===== src/rtl/hazard_ctrl_if.sv =====
// Pipeline-control bundle between the hazard unit and the datapath.
// The master drives hazard inputs; the slave (hazard_ctrl) drives latch controls.
interface hazard_ctrl_if #(
  parameter int CNT_W = 16
);
  logic             ihit;
  logic             dhit;
  logic             mem_dREN;
  logic             mem_dWEN;
  logic             ex_dREN;
  logic             ex_regWr;
  logic [4:0]       ex_rd;
  logic [4:0]       id_rs1;
  logic [4:0]       id_rs2;
  logic             id_uses_rs2;
  logic             ex_redirect;
  logic             wb_halt;
  logic             pc_en;
  logic             ifid_en;
  logic             ifid_flush;
  logic             idex_en;
  logic             idex_flush;
  logic             exmem_en;
  logic             exmem_flush;
  logic             memwb_en;
  logic             memwb_flush;
  logic             halt_o;
  logic [CNT_W-1:0] stall_cnt;
  logic [CNT_W-1:0] flush_cnt;

  modport master (
    output ihit, dhit, mem_dREN, mem_dWEN,
    output ex_dREN, ex_regWr, ex_rd,
    output id_rs1, id_rs2, id_uses_rs2,
    output ex_redirect, wb_halt,
    input  pc_en, ifid_en, ifid_flush,
    input  idex_en, idex_flush,
    input  exmem_en, exmem_flush,
    input  memwb_en, memwb_flush,
    input  halt_o, stall_cnt, flush_cnt
  );

  modport slave (
    input  ihit, dhit, mem_dREN, mem_dWEN,
    input  ex_dREN, ex_regWr, ex_rd,
    input  id_rs1, id_rs2, id_uses_rs2,
    input  ex_redirect, wb_halt,
    output pc_en, ifid_en, ifid_flush,
    output idex_en, idex_flush,
    output exmem_en, exmem_flush,
    output memwb_en, memwb_flush,
    output halt_o, stall_cnt, flush_cnt
  );
endinterface


===== src/rtl/hazard_ctrl.sv =====
// Central stall/flush control for the 5-stage core: memory wait,
// load-use, EX redirect, fetch miss and halt, plus perf counters.
module hazard_ctrl #(
  parameter int CNT_W = 16
) (
  input logic          CLK,
  input logic          RST,
  hazard_ctrl_if.slave bus
);
  typedef enum logic [1:0] {
    RUN,
    MEM_WAIT,
    HALTED
  } state_t;

  state_t           r_state;
  state_t           w_state_nxt;
  logic             r_halt;
  logic [CNT_W-1:0] r_stall_cnt;
  logic [CNT_W-1:0] r_flush_cnt;

  logic w_mem_busy;
  logic w_rd_match;
  logic w_load_use;
  logic w_halted;
  logic w_redirect_taken;
  logic w_pc_en;
  logic w_ifid_en;
  logic w_ifid_flush;
  logic w_idex_en;
  logic w_idex_flush;
  logic w_exmem_en;
  logic w_exmem_flush;
  logic w_memwb_en;
  logic w_memwb_flush;
  logic w_stall_sat;
  logic w_flush_sat;

  always_comb begin
    w_mem_busy = (bus.mem_dREN | bus.mem_dWEN) & ~bus.dhit;
    w_rd_match = (bus.ex_rd == bus.id_rs1)
               | (bus.id_uses_rs2 & (bus.ex_rd == bus.id_rs2));
    w_load_use = bus.ex_dREN & bus.ex_regWr
               & (bus.ex_rd != 5'd0) & w_rd_match;
    w_halted   = (r_state == HALTED);
  end

  // Priority decode; every arm leaves en and flush mutually exclusive.
  always_comb begin
    w_pc_en          = 1'b0;
    w_ifid_en        = 1'b0;
    w_ifid_flush     = 1'b0;
    w_idex_en        = 1'b0;
    w_idex_flush     = 1'b0;
    w_exmem_en       = 1'b0;
    w_exmem_flush    = 1'b0;
    w_memwb_en       = 1'b0;
    w_memwb_flush    = 1'b0;
    w_redirect_taken = 1'b0;
    priority case (1'b1)
      RST: begin
        w_ifid_flush  = 1'b1;
        w_idex_flush  = 1'b1;
        w_exmem_flush = 1'b1;
        w_memwb_flush = 1'b1;
      end
      w_halted: begin
      end
      w_mem_busy: begin
        w_memwb_flush = 1'b1;
      end
      bus.ex_redirect: begin
        w_pc_en          = 1'b1;
        w_ifid_flush     = 1'b1;
        w_idex_flush     = 1'b1;
        w_exmem_en       = 1'b1;
        w_memwb_en       = 1'b1;
        w_redirect_taken = 1'b1;
      end
      w_load_use: begin
        w_idex_flush = 1'b1;
        w_exmem_en   = 1'b1;
        w_memwb_en   = 1'b1;
      end
      ~bus.ihit: begin
        w_ifid_flush = 1'b1;
        w_idex_en    = 1'b1;
        w_exmem_en   = 1'b1;
        w_memwb_en   = 1'b1;
      end
      default: begin
        w_pc_en    = 1'b1;
        w_ifid_en  = 1'b1;
        w_idex_en  = 1'b1;
        w_exmem_en = 1'b1;
        w_memwb_en = 1'b1;
      end
    endcase
  end

  always_comb begin
    w_state_nxt = r_state;
    unique case (r_state)
      RUN: begin
        if (bus.wb_halt & w_memwb_en)
          w_state_nxt = HALTED;
        else if (w_mem_busy)
          w_state_nxt = MEM_WAIT;
      end
      MEM_WAIT: begin
        if (bus.wb_halt & w_memwb_en)
          w_state_nxt = HALTED;
        else if (~w_mem_busy)
          w_state_nxt = RUN;
      end
      HALTED: begin
        w_state_nxt = HALTED;
      end
      default: begin
        w_state_nxt = RUN;
      end
    endcase
  end

  always_comb begin
    w_stall_sat = &r_stall_cnt;
    w_flush_sat = &r_flush_cnt;
  end

  always_ff @(posedge CLK) begin
    if (RST) begin
      r_state     <= RUN;
      r_halt      <= 1'b0;
      r_stall_cnt <= '0;
      r_flush_cnt <= '0;
    end else begin
      r_state <= w_state_nxt;
      r_halt  <= r_halt | (w_state_nxt == HALTED);
      if (~w_halted & ~w_pc_en & ~w_stall_sat)
        r_stall_cnt <= r_stall_cnt + 1'b1;
      if (w_redirect_taken & ~w_flush_sat)
        r_flush_cnt <= r_flush_cnt + 1'b1;
    end
  end

  always_comb begin
    bus.pc_en       = w_pc_en;
    bus.ifid_en     = w_ifid_en;
    bus.ifid_flush  = w_ifid_flush;
    bus.idex_en     = w_idex_en;
    bus.idex_flush  = w_idex_flush;
    bus.exmem_en    = w_exmem_en;
    bus.exmem_flush = w_exmem_flush;
    bus.memwb_en    = w_memwb_en;
    bus.memwb_flush = w_memwb_flush;
    bus.halt_o      = r_halt;
    bus.stall_cnt   = r_stall_cnt;
    bus.flush_cnt   = r_flush_cnt;
  end
endmodule


===== src/flat_wrapper.sv =====
// flat-port wrapper written by rule: the top's interface ports become plain ports
module hazard_ctrl_flat 
#(
  parameter int CNT_W = 16
)
  (CLK, RST, bus_ihit, bus_dhit, bus_mem_dREN, bus_mem_dWEN, bus_ex_dREN, bus_ex_regWr, bus_ex_rd, bus_id_rs1, bus_id_rs2, bus_id_uses_rs2, bus_ex_redirect, bus_wb_halt, bus_pc_en, bus_ifid_en, bus_ifid_flush, bus_idex_en, bus_idex_flush, bus_exmem_en, bus_exmem_flush, bus_memwb_en, bus_memwb_flush, bus_halt_o, bus_stall_cnt, bus_flush_cnt);
  hazard_ctrl_if #(.CNT_W(CNT_W)) bus_i ();
  input logic CLK;
  input logic RST;
  input wire logic [$bits(bus_i.ihit)-1:0] bus_ihit;
  input wire logic [$bits(bus_i.dhit)-1:0] bus_dhit;
  input wire logic [$bits(bus_i.mem_dREN)-1:0] bus_mem_dREN;
  input wire logic [$bits(bus_i.mem_dWEN)-1:0] bus_mem_dWEN;
  input wire logic [$bits(bus_i.ex_dREN)-1:0] bus_ex_dREN;
  input wire logic [$bits(bus_i.ex_regWr)-1:0] bus_ex_regWr;
  input wire logic [$bits(bus_i.ex_rd)-1:0] bus_ex_rd;
  input wire logic [$bits(bus_i.id_rs1)-1:0] bus_id_rs1;
  input wire logic [$bits(bus_i.id_rs2)-1:0] bus_id_rs2;
  input wire logic [$bits(bus_i.id_uses_rs2)-1:0] bus_id_uses_rs2;
  input wire logic [$bits(bus_i.ex_redirect)-1:0] bus_ex_redirect;
  input wire logic [$bits(bus_i.wb_halt)-1:0] bus_wb_halt;
  output wire logic [$bits(bus_i.pc_en)-1:0] bus_pc_en;
  output wire logic [$bits(bus_i.ifid_en)-1:0] bus_ifid_en;
  output wire logic [$bits(bus_i.ifid_flush)-1:0] bus_ifid_flush;
  output wire logic [$bits(bus_i.idex_en)-1:0] bus_idex_en;
  output wire logic [$bits(bus_i.idex_flush)-1:0] bus_idex_flush;
  output wire logic [$bits(bus_i.exmem_en)-1:0] bus_exmem_en;
  output wire logic [$bits(bus_i.exmem_flush)-1:0] bus_exmem_flush;
  output wire logic [$bits(bus_i.memwb_en)-1:0] bus_memwb_en;
  output wire logic [$bits(bus_i.memwb_flush)-1:0] bus_memwb_flush;
  output wire logic [$bits(bus_i.halt_o)-1:0] bus_halt_o;
  output wire logic [$bits(bus_i.stall_cnt)-1:0] bus_stall_cnt;
  output wire logic [$bits(bus_i.flush_cnt)-1:0] bus_flush_cnt;
  assign bus_i.ihit = bus_ihit;
  assign bus_i.dhit = bus_dhit;
  assign bus_i.mem_dREN = bus_mem_dREN;
  assign bus_i.mem_dWEN = bus_mem_dWEN;
  assign bus_i.ex_dREN = bus_ex_dREN;
  assign bus_i.ex_regWr = bus_ex_regWr;
  assign bus_i.ex_rd = bus_ex_rd;
  assign bus_i.id_rs1 = bus_id_rs1;
  assign bus_i.id_rs2 = bus_id_rs2;
  assign bus_i.id_uses_rs2 = bus_id_uses_rs2;
  assign bus_i.ex_redirect = bus_ex_redirect;
  assign bus_i.wb_halt = bus_wb_halt;
  assign bus_pc_en = bus_i.pc_en;
  assign bus_ifid_en = bus_i.ifid_en;
  assign bus_ifid_flush = bus_i.ifid_flush;
  assign bus_idex_en = bus_i.idex_en;
  assign bus_idex_flush = bus_i.idex_flush;
  assign bus_exmem_en = bus_i.exmem_en;
  assign bus_exmem_flush = bus_i.exmem_flush;
  assign bus_memwb_en = bus_i.memwb_en;
  assign bus_memwb_flush = bus_i.memwb_flush;
  assign bus_halt_o = bus_i.halt_o;
  assign bus_stall_cnt = bus_i.stall_cnt;
  assign bus_flush_cnt = bus_i.flush_cnt;
  hazard_ctrl #(.CNT_W(CNT_W)) u_core (.CLK(CLK), .RST(RST), .bus(bus_i));
endmodule

===== config.mk =====
export PLATFORM = sky130hd
export DESIGN_NAME = hazard_ctrl_flat
export DESIGN_NICKNAME = d
export VERILOG_FILES = /design/src/rtl/hazard_ctrl_if.sv /design/src/rtl/hazard_ctrl.sv /design/src/flat_wrapper.sv
export SDC_FILE = /design/constraint.sdc
export NUM_CORES = 1
export LEC_CHECK = 0
export ABC_AREA = 1
export CAP_MARGIN = 0
export CORE_AREA = 2 2 90 92
export DETAILED_ROUTE_END_ITERATION = 8
export DIE_AREA = 0 0 92 94
export GPL_TIMING_DRIVEN = 0
export MAX_ROUTING_LAYER = met4
export PLACE_DENSITY = 0.61
export SLEW_MARGIN = 10
export SYNTH_ARGS = -nofsm -noshare
export SYNTH_HDL_FRONTEND = slang
export SYNTH_SLANG_ARGS = --single-unit

===== constraint.sdc =====
create_clock -name CLK -period 1.51 [get_ports CLK]
set_input_delay 0.3775 -clock CLK [delete_from_list [all_inputs] [get_ports CLK]]
set_output_delay 0.3775 -clock CLK [all_outputs]
set_load 0.02 [all_outputs]

### Word level (Yosys, flattened, before mapping)

Cells that the tools add are included.

| operators by class | value |
|---|---|
| add/sub/neg operators | 2 |
| equal/unequal tests | 5 |
| mux-type cells | 42 |
| bitwise logic cells | 17 |
| reduce and logical (&&, ||, !) cells | 4 |

Operators with widths:

| cell | count |
|---|---|
| $mux W1 | 37 |
| $add A16 B1 Y16 const B | 2 |
| $reduce_and A16 Y1 | 2 |
| $eq A5 B5 Y1 | 2 |
| $and A1 B1 Y1 | 9 |
| $mux W2 | 4 |
| $pmux W2 S3 | 1 |
| $not A1 Y1 | 5 |
| $reduce_bool A5 Y1 | 1 |
| $eq A2 B2 Y1 const B | 2 |
| $or A1 B1 Y1 | 3 |
| $eq A2 B1 Y1 const B | 1 |
| $logic_not A2 Y1 | 1 |

| word-level totals | value |
|---|---|
| register bits | 35 |
| input bits | 26 |
| output and inout bits | 42 |
| word-level logic and storage cells | 74 |

### Depth between registers and ports, before layout

| logic depth | value |
|---|---|
| depth in word-level cells | 12 |
| depth in mapped cells | 12 |
| gate-level depth less buffers | 12 |

### Worst setup path before layout

Ideal clock, no wire load.

| timing | value |
|---|---|
| path kind | input port to output port |
| start | input port bus_mem_dWEN |
| end | output port bus_ifid_en |
| arrival | 1.438 ns |
| data required time | 1.132 ns |
| slack | -0.306 ns |
| stages on the path | 8 |
| buffers on the path | 1 |
| cell sequence | nor2_1 nor2_1 nor2_4 nand2_2 nor2_1 nand2_4 buf_4 nor2_1 |

| on the way | value |
|---|---|
| cells in the longest elaborated chain, start to end | 5 |

RTL lines:

| what | RTL line | source |
|---|---|---|
| start, declared | flat_wrapper.sv:13 | `input wire logic [$bits(bus_i.mem_dWEN)-1:0] bus_mem_dWEN;` |
| $or A1 B1 Y1 | hazard_ctrl.sv:40 | `w_mem_busy = (bus.mem_dREN \| bus.mem_dWEN) & ~bus.dhit;` |
| $and A1 B1 Y1 | hazard_ctrl.sv:40 |  |
| $mux W1 (3 in a row) | hazard_ctrl.sv:60 | `priority case (1'b1)` |
| end, declared | flat_wrapper.sv:23 | `output wire logic [$bits(bus_i.ifid_en)-1:0] bus_ifid_en;` |

Every way passes these cells.

### Worst setup path in the final report

| timing | value |
|---|---|
| start | register u_core.r_state[1] |
| end | output port bus_ifid_en |

| on the way | value |
|---|---|
| cells in the longest elaborated chain, start to end | 3 |

RTL lines:

| what | RTL line | source |
|---|---|---|
| start, declared | hazard_ctrl.sv:16 | `state_t r_state;` |
| start signal, assigned | hazard_ctrl.sv:137 | `r_state <= w_state_nxt;` |
| $eq A2 B2 Y1 | hazard_ctrl.sv:45 | `w_halted = (r_state == HALTED);` |
| $mux W1 (2 in a row) | hazard_ctrl.sv:60 |  |

Every way passes these cells.

==> flow_summary.toml <==
[timing]
unrepaired_setup_endpoints_after_global_routing = "true"
final_max_slew_viol_count = 0
setup_violations = 10
maximum_clock_rate_mhz = 562
timing.clock.skew_ns = 0.00541
setup_slack_ns = -0.269
max_slew_margin_pct = 59.2
period_minus_slack_ns = 1.78
final.period_utilization_pct = 118
timing_worst_slew_pin_value_ns = 0.612
report.final.hold_viol_count = 0

[placement]
gpl_congestion = 0.908
placement.io_buffers = 66
postPlaceCellArea_um2 = 3160
dpl.cell_count = 525
hpwlAfterDp_um = 4960

[grt]
grt_first_pass_wirelength_um = 11400
grt_start_max_net_pins = 11
grt_antenna_before_repair = 0
grt_remaining_overflow = 0
aggregate_global_route_resource_usage_pct = 16.6
via_count_of_the_first_global_routing_pass = 2523

[setup_path]
critical_path.reg2reg.endpoint = "u_core.bus.flush_cnt[9]"
maximum_fanout_encountered_on_the_critical_timing_path = 3
timing.critical_path.from_type = "flop"
regToRegStartpoint = "u_core.r_state[1]"
worst_path_most_repeated_cell = "nor2_4"
worst-endpoint-arrival_ns = 1.40
critical_path.slowest_cell = "dfxtp_2"
required_time_of_the_critical_path_ns = 1.13
cp_num_cells = 9
crit_chain = "inv_2 > nor2_4 > nor2_4 > nand2_4 > nor2_4 > nand2_4 > buf_8 > nor2_4 > buf_6"
crit_start = "u_core.r_state[1]"
critical_path_buf_inv_count = 3
timing.critical_path.to_type = "primary output"
reg2reg_setup_slack_ns = -0.04
reg2regPathDepth = 14
worst_path_largest_cell_delay_ns = 0.32
worst_path_dominant_cell_family = "simple AND/OR/NAND/NOR gates"
critical_path.endpoint = "bus_ifid_en"
crit_type = "flop to primary output"

[logic_synthesis]
synth.yosys.seq_area_share_pct = 30.9
synthTopCellsByArea = "dfxtp_1 31%, nand2_1 16%, inv_1 7.6%"
synth_flop_cell = "dfxtp_1"
synth_top_area_share_pct = 30.9
synthesized_net_count = 385
yosysMostFrequentCell = "nand2_1"
synth_edf_count = 0
synth.top_cells.by_count = "98 x nand2_1, 46 x inv_1, 35 x dfxtp_1, 34 x nor2_1, 30 x a21oi_1"
yosysWarnings = 0
post_synthesis_instance_area_um2 = 2270
synth_top_area_cell = "dfxtp_1"
post_synth_num_cell_types = 26
synth-async-reset-ratio_pct = 0
flip_flop_and_latch_count_after_synthesis = 35
syn-instance-count = 357
synthesis.area_per_instance_um2 = 6.35

[clocking]
clk_latency_ns = 0.29
max-clock-path-buffers = 2
cts.htree.levels = 2
clock_sink_count = 35
cts_buffers = 5
hold_buffers = 0
tritoncts = "yes"
clockRootBuffer = "clkbuf_8"
cts.reportedPaths.clkPinSlew_ns = 0.07

[floorplanning]
pin_count = 68
die_x_um = 92
floorplan.initialDensity_pct = 29.8
die-area_um2 = 8650
die_height_um = 94
placementRows = 32
fp.coreArea_um2 = 7610

[hold_path]
worst_hold_path_type = "input port to flop"
worst_hold_path.num_cells = 2

[drt]
drt_wl_total_um = 7460
vias = 2674
final_antenna_net_count = 0
initialDrtViolationCount = 65
drt-vias-per-instance = 4.82
drc_markers = 0
drt-pass1-iter-count = 4
routed_wire_length_per_instance_um = 13.4

[power]
peakVddDrop_mv = 0.290
p_per_area_nw_per_um2 = 581
power_leakage_nw = 1.62

[finish]
synthToLayoutAreaGrowth_pct = 63.5
finish.instance_area_um2 = 3700
final_cells = 555
number_of_fill_cells = 800
antennaDiodeCount = 0
nNetsFinal = 482
drive_gt1_share_pct = 37.5

[run]
maxCapViolCount = 0

[status]
status = "complete, but fails checks"
violated_checks = "negative setup slack"
[through the flow]
step	setup slack, ns	power, mW	TNS [ns]	hold slack (ns)	util [%]
floorplan	-0.0860	1.22	-0.101	0.419	-
global placement	-1.21	1.40	-26.07	0.425	41.6
detailed placement	-1.23	1.41	-27.20	0.439	41.6
CTS	-0.320	2.10	-1.97	0.344	45.1
global route	-0.327	2.24	-4.08	0.353	48.7
finish	-0.269	2.15	-1.80	0.339	48.7
[worst register-to-register path: stages (launching register included)]
cell	delay, ns
dfxtp_2	0.32
inv_2	0.07
nor2_4	0.05
nor2_4	0.10
nand2_4	0.08
nor2_4	0.13
buf_6	0.11
buf_6	0.10
nand2_8	0.07
inv_8	0.08
nand2_2	0.07
nor2_2	0.11
nand2_1	0.06
nand2_1	0.06
a21oi_1	0.04
[layer usage]
metal  share of wire (%)  GRT usage, %  wire, µm  vias to the layer above
li1                    -             -         -                     1342
met3                 5.2          2.97       385                        9
met5                   0             -         0                        -
met1                  43          20.8      3240                     1239
met4                 1.1          4.23        81                        0
met2                  50          27.9      3750                       84
[where the power goes]
group          total, mW  switching, mW  internal, mW
Clock              0.644          0.336         0.308
Sequential         0.963         0.0219         0.941
Combinational      0.547          0.288         0.260
Total               2.15          0.646          1.51
[layout by cell type, fill, tap and decap left out, types with 6 or more instances in the layout]
master	instances
nand2_2	22
dfxtp_1	18
buf_4	21
nand3_1	14
inv_2	12
xor2_1	16
nor2_4	13
inv_1	34
a21oi_2	15
dfxtp_2	12
buf_6	23
nor3_1	7
dlygate4sd2_1	37
nand2_1	74
buf_2	6
nor2_1	23
o21ai_0	6
a21oi_1	16
nand4_1	22
[logic make-up after synthesis]
| group | count (synthesis) | synth area share, % |
|---|---|---|
| flip-flops | 35 | 30.9 |
| XOR/XNOR | 21 | 8.12 |
| buffers and inverters | 62 | 11.5 |
| AO/OA/AOI/OAI | 42 | 9.50 |
| adder cells (fa/ha/maj) | 2 | 1.10 |
| AND/OR/NAND/NOR | 195 | 38.9 |
[area by class of cell]
cell class              count  area (µm²)  area share (%)
multi-input cells         260        1630            43.9
repair buffers             90         823            22.2
flip-flops and latches     35         734            19.8
inverters                  50         205            5.54
well taps                 102         128            3.44
plain buffers              12         114            3.07
clock buffers               6        72.6            1.96
[worst min-delay path by stage]
stage / startpoint / endpoint / slack (ns)
3_3_place_gp: u_core.r_state[1] / u_core.r_state[0] / 0.43
3_5_place_dp: u_core.r_state[1] / u_core.r_state[0] / 0.44
5_1_grt: RST / u_core.bus.flush_cnt[8] / 0.35
6_report: RST / u_core.bus.flush_cnt[11] / 0.34
2_1_floorplan: u_core.r_state[1] / u_core.r_state[0] / 0.42
4_1_cts: RST / u_core.bus.flush_cnt[8] / 0.34
[registers in the layout, indices dropped and copies added (netlist names)]
register,flops
u_core.bus.halt_o,1
u_core.bus.flush_cnt,16
u_core.bus.stall_cnt,16
u_core.r_state,2
[timing repair]
action / in CTS / in global routing
gates resized for setup: 203 / 69
gates cloned: 1 / 1
setup buffers: 16 / 7
setup endpoints to repair: 73 / 40
pin swaps: 40 / 39
Note: power is estimated with default switching activity, not from simulation.
